$ cat src/rtl/multicycle_ctrl.sv
`default_nettype none
// ============================================================================
// multicycle_ctrl : fetch/decode/exec/mem/wb sequencer for the 64-bit datapath
// Optional feature macro: OVERFLOW_TRAP_EN (R-type overflow -> TRAP state)
// Revision: 1.0
// ============================================================================
module multicycle_ctrl #(
  parameter int MEM_TIMEOUT = 15,
  parameter int CNT_W       = 32
) (
  input  logic             clk,
  input  logic             rst,
  input  logic [6:0]       opcode,
  input  logic             zero,
  input  logic             overflow,
  input  logic             imem_ack,
  input  logic             dmem_ack,
  output logic             imem_req,
  output logic             ir_we,
  output logic             pc_we,
  output logic             pc_src,
  output logic [1:0]       aluop,
  output logic             alu_src,
  output logic             dmem_rd,
  output logic             dmem_wr,
  output logic             rf_we,
  output logic             mem_to_reg,
  output logic [2:0]       state,
  output logic             illegal,
  output logic             bus_err,
  output logic             trap,
  output logic [CNT_W-1:0] retired
);

  typedef enum logic [2:0] {
    S_FETCH  = 3'd0,
    S_DECODE = 3'd1,
    S_EXEC   = 3'd2,
    S_MEM    = 3'd3,
    S_WB     = 3'd4,
    S_HALT   = 3'd5,
    S_TRAP   = 3'd6
  } state_t;

  typedef enum logic [1:0] {C_R = 2'd0, C_LD = 2'd1, C_SD = 2'd2, C_BEQ = 2'd3} cls_t;

  localparam logic [6:0] OP_R   = 7'b0110011;
  localparam logic [6:0] OP_LD  = 7'b0000011;
  localparam logic [6:0] OP_SD  = 7'b0100011;
  localparam logic [6:0] OP_BEQ = 7'b1100011;
  localparam logic [7:0] WAIT_LAST = 8'(MEM_TIMEOUT - 1);

  state_t           state_q, state_d;
  cls_t             cls_q, cls_d;
  logic [7:0]       wait_q, wait_d;
  logic             illegal_q, illegal_d;
  logic             bus_err_q, bus_err_d;
  logic             trap_q, trap_d;
  logic [CNT_W-1:0] retired_q, retired_d;
  logic             retire;

  always_ff @(posedge clk) begin
    if (!rst) begin
      state_q   <= S_FETCH;
      cls_q     <= C_R;
      wait_q    <= '0;
      illegal_q <= 1'b0;
      bus_err_q <= 1'b0;
      trap_q    <= 1'b0;
      retired_q <= '0;
    end else begin
      state_q   <= state_d;
      cls_q     <= cls_d;
      wait_q    <= wait_d;
      illegal_q <= illegal_d;
      bus_err_q <= bus_err_d;
      trap_q    <= trap_d;
      retired_q <= retired_d;
    end
  end

  always_comb begin
    state_d    = state_q;
    cls_d      = cls_q;
    wait_d     = wait_q;
    illegal_d  = illegal_q;
    bus_err_d  = bus_err_q;
    trap_d     = trap_q;
    retired_d  = retired_q;
    retire     = 1'b0;
    imem_req   = 1'b0;
    ir_we      = 1'b0;
    pc_we      = 1'b0;
    pc_src     = 1'b0;
    aluop      = 2'b00;
    alu_src    = 1'b0;
    dmem_rd    = 1'b0;
    dmem_wr    = 1'b0;
    rf_we      = 1'b0;
    mem_to_reg = 1'b0;
    case (state_q)
      S_FETCH: begin
        imem_req = 1'b1;
        if (imem_ack) begin
          ir_we   = 1'b1;
          state_d = S_DECODE;
        end else if (wait_q == WAIT_LAST) begin
          state_d   = S_HALT;
          bus_err_d = 1'b1;
        end else begin
          wait_d = wait_q + 8'd1;
        end
      end
      S_DECODE: begin
        state_d = S_EXEC;
        case (opcode)
          OP_R:    cls_d = C_R;
          OP_LD:   cls_d = C_LD;
          OP_SD:   cls_d = C_SD;
          OP_BEQ:  cls_d = C_BEQ;
          default: begin
            state_d   = S_HALT;
            illegal_d = 1'b1;
          end
        endcase
      end
      S_EXEC: begin
        case (cls_q)
          C_R: begin
            aluop = 2'b10;
`ifdef OVERFLOW_TRAP_EN
            if (overflow) begin
              state_d = S_TRAP;
              trap_d  = 1'b1;
            end else begin
              state_d = S_WB;
            end
`else
            state_d = S_WB;
`endif
          end
          C_LD, C_SD: begin
            alu_src = 1'b1;
            state_d = S_MEM;
          end
          default: begin
            aluop   = 2'b01;
            pc_we   = 1'b1;
            pc_src  = zero;
            retire  = 1'b1;
            state_d = S_FETCH;
          end
        endcase
      end
      S_MEM: begin
        alu_src = 1'b1;
        dmem_rd = (cls_q == C_LD);
        dmem_wr = (cls_q == C_SD);
        // An ack on the last allowed cycle beats the timeout.
        if (dmem_ack) begin
          if (cls_q == C_LD) begin
            state_d = S_WB;
          end else begin
            pc_we   = 1'b1;
            retire  = 1'b1;
            state_d = S_FETCH;
          end
        end else if (wait_q == WAIT_LAST) begin
          state_d   = S_HALT;
          bus_err_d = 1'b1;
        end else begin
          wait_d = wait_q + 8'd1;
        end
      end
      S_WB: begin
        rf_we      = 1'b1;
        mem_to_reg = (cls_q == C_LD);
        alu_src    = (cls_q == C_LD);
        aluop      = (cls_q == C_R) ? 2'b10 : 2'b00;
        pc_we      = 1'b1;
        retire     = 1'b1;
        state_d    = S_FETCH;
      end
      default: ;
    endcase

    if ((state_d != state_q) && ((state_d == S_FETCH) || (state_d == S_MEM)))
      wait_d = '0;

    if (retire && (retired_q != {CNT_W{1'b1}}))
      retired_d = retired_q + CNT_W'(1);

    // Nothing may reach the datapath or memories while reset is held.
    if (!rst) begin
      imem_req   = 1'b0;
      ir_we      = 1'b0;
      pc_we      = 1'b0;
      pc_src     = 1'b0;
      aluop      = 2'b00;
      alu_src    = 1'b0;
      dmem_rd    = 1'b0;
      dmem_wr    = 1'b0;
      rf_we      = 1'b0;
      mem_to_reg = 1'b0;
    end
  end

`ifndef OVERFLOW_TRAP_EN
  logic unused_overflow;
  assign unused_overflow = overflow;
`endif

  assign state   = state_q;
  assign illegal = illegal_q;
  assign bus_err = bus_err_q;
  assign trap    = trap_q;
  assign retired = retired_q;

endmodule
`default_nettype wire
$ cat config.mk
export PLATFORM = sky130hd
export DESIGN_NAME = multicycle_ctrl
export DESIGN_NICKNAME = d
export VERILOG_FILES = /design/src/rtl/multicycle_ctrl.sv
export SDC_FILE = /design/constraint.sdc
export NUM_CORES = 1
export LEC_CHECK = 0
export CAP_MARGIN = 20
export CORE_ASPECT_RATIO = 1.2
export CORE_MARGIN = 5
export CORE_UTILIZATION = 51
export CTS_CLUSTER_SIZE = 28
export DETAILED_ROUTE_END_ITERATION = 8
export PLACE_DENSITY = 0.8
export RECOVER_POWER = 50
export REMOVE_ABC_BUFFERS = 1
export SYNTH_ARGS = -nofsm -noshare
export SYNTH_HDL_FRONTEND = slang
export SYNTH_SLANG_ARGS = --single-unit
$ cat constraint.sdc
create_clock -name clk -period 2.7 [get_ports clk]
set_input_delay 0.405 -clock clk [delete_from_list [all_inputs] [get_ports clk]]
set_output_delay 0.405 -clock clk [all_outputs]
set_load 0.02 [all_outputs]
; Word-level counts from Yosys, hierarchy flattened
; Cells that the tools add are included.
[word_totals]
register_bits = 47
elab_cells = 85
[classes]
n_eq_ne = 16
bitwise = 2
add_sub_neg = 2
mux = 44
n_reduce_logical = 15
[op_table]
columns = operator, count
row1 = adder 32 x 1 -> 32 bit (second input constant), 1
row2 = inequality test 32 bit (second input constant), 1
row3 = 2-to-1 mux 1 bit, 25
row4 = 2-to-1 mux 8 bit, 3
row5 = case mux 8 bit (2 select lines), 1
row6 = 2-to-1 mux 3 bit, 5
row7 = case mux 3 bit (5 select lines), 1
row8 = equality test 7 x 6 -> 1 bit (second input constant), 2
row9 = equality test 3 x 2 -> 1 bit (second input constant), 3
row10 = adder 8 x 1 -> 8 bit (second input constant), 1
row11 = equality test 8 x 4 -> 1 bit (second input constant), 1
row12 = case mux 2 bit (2 select lines), 2
row13 = case mux 2 bit (4 select lines), 1
row14 = equality test 7 x 2 -> 1 bit (second input constant), 1
row15 = equality test 7 bit (second input constant), 1
row16 = zero test 3 bit, 2
row17 = case mux 1 bit (3 select lines), 2
row18 = case mux 3 bit (2 select lines), 1
row19 = 2-to-1 mux 2 bit, 2
row20 = inequality test 2 bit (second input constant), 2
row21 = AND reduction 2 bit, 2
row22 = nonzero test 4 bit, 1
row23 = OR reduction 2 bit, 2
row24 = OR reduction 4 bit, 1
row25 = 13 further kinds, 15

; Logic depth before layout (Yosys ltp)
[logic_depth]
ltp_word = 8
ltp_mapped = 10
ltp_nobuf = 7

; Least setup slack after synthesis
; Ideal clock, no wire load.
[synth_timing]
kind = register -> output
start = register cls_q[1]
end = output pc_we
path_stages_with_launch = 10
setup_slack_ns = 0.460
n_path_buf = 3
arrival_ns = 1.835
required_time_ns = 2.295
path_cell_list = dfxtp_1 -> inv_1 -> ha_1 -> and3b_1 -> o21a_1 -> buf_2 -> nor2_1 -> clkbuf_1 -> buf_2 -> nor2_1
[synth_via]
elab_chain_cells = 5
elab_cells_between_ends = 9
[synth_rtl]
columns = element, line_no
row1 = start: declaration, 54  ; cls_t cls_q, cls_d;
row2 = start signal: assignment, 73  ; cls_q <= cls_d;
row3 = "equality test 2 x 1 -> 1 bit, or another cell as far along", "128, 161"
row4 = OR reduction 3 bit (no line) or 2-to-1 mux 1 bit (tied branches), n/a
row5 = 2-to-1 mux 1 bit (on tied branches), "128, 160"
row6 = case mux 1 bit (3 select lines) *, 101  ; case (state_q)
row7 = 2-to-1 mux 1 bit *, 194  ; if (!rst) begin
row8 = end: declaration, 20  ; output logic pc_we,
; Mark *: on every way between the ends. The rest lies on a longest branch, timed or not.

; Worst setup path in the final report
[layout_timing]
start = register state_q[1], in the netlist state[1]
end = output alu_src
[layout_via]
elab_chain_cells = 3
elab_cells_between_ends = 5
[layout_rtl]
columns = element, line_no
row1 = start: declaration, 53  ; state_t state_q, state_d;
row2 = start signal: assignment, 72  ; state_q <= state_d;
row3 = equality test 3 bit or equality test 3 x 2 -> 1 bit (tied branches), 101
row4 = case mux 1 bit (3 select lines) *, 101
row5 = 2-to-1 mux 1 bit *, 194
row6 = end: declaration, 23  ; output logic alu_src,
; Marked as above.

==> results.tsv <==
stage	metric	value	unit
sta	slew_headroom	56.4	%
setup_path	worstSetupPathType	flip-flop to primary output	
setup_path	start_kind	flip-flop	
synthesis	yosysMostFrequentCell	dfxtp_1	
floorplanning	initial_core_util	52.9	%
synthesis	synth-async-reset-ratio	0	%
layout	final_util	67.3	%
clock_tree	clk_pin_slew_worst_paths	0.09	ns
grt	grt_max_degree	33	
sta	final_hold_viol_count	0	
floorplanning	core-area	0.00533	mm²
route	first_pass_iters	4	
sta	final.setup.worst_slack	0.134	ns
floorplanning	dieWidth	77.9	µm
synthesis	synth_mux_area_share	1.77	%
layout	layout.nets	430	
setup_path	reg2reg_to	retired[13]	
synthesis	synthTopCellsByCount	dfxtp_1, a21oi_1, nor2_1, nand2_1, o21ai_0	
sta	finalSetupViolCount	0	
worst_hold_path	hold_class	flip-flop to flip-flop	
place	gp_congestion	0.932	
clock_tree	cts_buffers	5	
sta	rsz0062_at_grt	no	
synthesis	seq_area_frac_synth	33.3	%
clock_tree	htreeDepth	2	
setup_path	worst-path-max-fanout	10	
clock_tree	hold_buffers	0	
synthesis	synth_top_family_by_area	simple AND/OR/NAND/NOR gates	
worst_hold_path	whs_path_depth	2	
floorplanning	num_rows	29	
synthesis	yosysTopAreaCellShare	33.3	%
setup_path	endpoint_kind	primary output	
setup_path	ff2ff_path_depth	6	
grt	overflow	0	
synthesis	synth_cell_types	62	
sta	worst_pin_slew	0.650	ns
setup_path	r2r_start	retired[16]	
setup_path	timing.critical_path.slowest_stage_cell	clkdlybuf4s50_1	
power	ir_drop	284	µV
floorplanning	io_pins	62	
setup_path	worstPathArrival	2.16	ns
setup_path	crit_chain	buf_4, nor2b_1, o21ai_0, a21oi_1, clkdlybuf4s50_1	
clock_tree	cts.sinks	47	
grt	grt_pass1_wl	12100	µm
worst_hold_path	holdCritStartpoint	bus_err	
synthesis	synth_enable_flop_cells	0	
sta	finalCritPeriodShare	95.1	%
layout	drive_above_1_share	8.27	%
synthesis	synthAdderAreaFrac	3.10	%
setup_path	slowest_delay	0.61	ns
grt	grt_pass1_vias	2739	
synthesis	synth_area	0.00282	mm²
sta	layout_min_cycle_time	2.57	ns
route	vias_per_cell	6.12	
layout	ff_latch_area	941	µm²
sta	finClkSkew	0.00654	ns
place	place_ws	0.265	ns
route	ant_nets	0	
synthesis	synth_top_area_cell	dfxtp_1	
synthesis	yosys.area_share.simple	32.0	%
floorplanning	die_area	0.00713	mm²
layout	nFillCells	446	
flow_run	cap_violations	0	
synthesis	synth_seq_cells	47	
synthesis	synth_xor_area_share	1.55	%
layout	area_growth	27.1	%
synthesis	synth_area_leaders	dfxtp_1, a21oi_1, o21ai_0	
power	total_power	0.00137	W
sta	max_freq	390	MHz
route	wirelength	7010	µm
layout	antenna_cells	0	
grt	track_usage	19.6	%
power	p_per_area	382	mW/mm²
setup_path	crit_start	state[1]	
synthesis	synth_compound_area_share	23.1	%
sta	finalSetupTns	0	ns
synthesis	ys.flop_type	dfxtp_1	
route	avgRoutedWirePerCell	14.8	µm
outcome	status	complete, no violations	
clock_tree	post_cts_buffers	0	
sta	drv_slew	0	
clock_tree	ctsRootBufferMaster	clkbuf_8	
synthesis	netlist_instances	348	
route	drc_errors	0	
grt	antenna_found_initial	0	
clock_tree	clk_path_buf_depth	2	
clock_tree	tritoncts	built	
layout	multi_input_area	0.00174	mm²
place	numPortBuffers	59	
worst_hold_path	holdPathEnd	bus_err	
setup_path	required	2.30	ns
clock_tree	clk_latency	0.31	ns
route	via_count	2895	
synthesis	avgSynthCellArea	8.11	µm²
synthesis	yosysWarnings	0	
floorplanning	die_h	91.5	µm
clock_tree	post_cts_resize_count	0	
route	first_iter_violations	230	
setup_path	rrSetupSlack	0.29	ns
power	p_leak	1.32	nW
place	dp_hpwl	5050	µm
## area by class of cell
type                    instances  share of cell area [%]
repair buffers                 73                    19.4
clock buffers                   6                    2.30
clock inverters                 2                   0.453
multi-input cells             273                    48.4
inverters                      10                    1.05
well taps                      62                    2.16
flip-flops and latches         47                    26.2
## metal layers
layer / global-route usage (%) / vias up / share of wire (%)
li1: - / 1438 / -
met1: 22.8 / 1364 / 42
met2: 36.8 / 86 / 51
met3: 4.06 / 7 / 6.1
met4: 3.52 / 0 / 0.66
met5: 0 / - / 0
## worst max path at each step
stage / endpoint / slack (ns) / cells past startpoint
floorplan: retired[1] / -0.05 / 5
global placement: pc_we / 0.26 / 6
detailed placement: pc_src / 0.26 / 5
CTS: pc_we / 0.07 / 7
global route: alu_src / 0.07 / 5
finish: alu_src / 0.13 / 5
## power breakdown
group	internal (W)	total (W)	switching, W	leakage, nW
registers	0.000706	0.000725	0.0000189	0.380
clock network	0.000209	0.000460	0.000251	0.0474
logic	0.0000801	0.000186	0.000106	0.896
## cell families after synthesis
logic type,after synthesis
simple gates,153
compound gates,102
flops,47
buf+inv,28
fa+ha+maj,7
xor+xnor,5
mux,5
other cells,1
## cells in the final DEF (no fill, tap or decap), types with 7 or more instances in the layout
cell,Yosys,final
nor2b_1,7,7
or3_1,13,13
inv_1,10,10
dlygate4sd3_1,0,37
or4_1,11,12
nor2_1,23,23
nand4_1,9,10
nand2b_1,8,8
o31ai_1,12,12
and3_1,9,9
nand3_1,14,14
nand2_1,21,21
a21oi_1,39,39
buf_4,2,13
clkdlybuf4s50_1,0,21
nor3_1,8,8
ha_1,7,7
o21ai_0,21,21
dfxtp_1,47,47
## critical path, delay by kind of cell, from the launching register on
family          cells  cell delay [ns]
compound gates      2             0.32
buf+inv             2             0.81
flops               1             0.44
simple gates        1             0.28
## registers in the layout, indices dropped and copies added, names as in the netlist
signal,cells
wait_q,8
illegal,1
bus_err,1
cls_q,2
state,3
retired,32
## metrics by stage
step,std cells,hold slack (ns),cell area [µm²]
after floorplan,330,0.502,2720
after global placement,465,0.459,3490
after detailed placement,465,0.472,3490
after CTS,473,0.503,3590
after global routing,473,0.531,3590
final,473,0.487,3590
No activity file was read; power rests on OpenSTA's default activity.
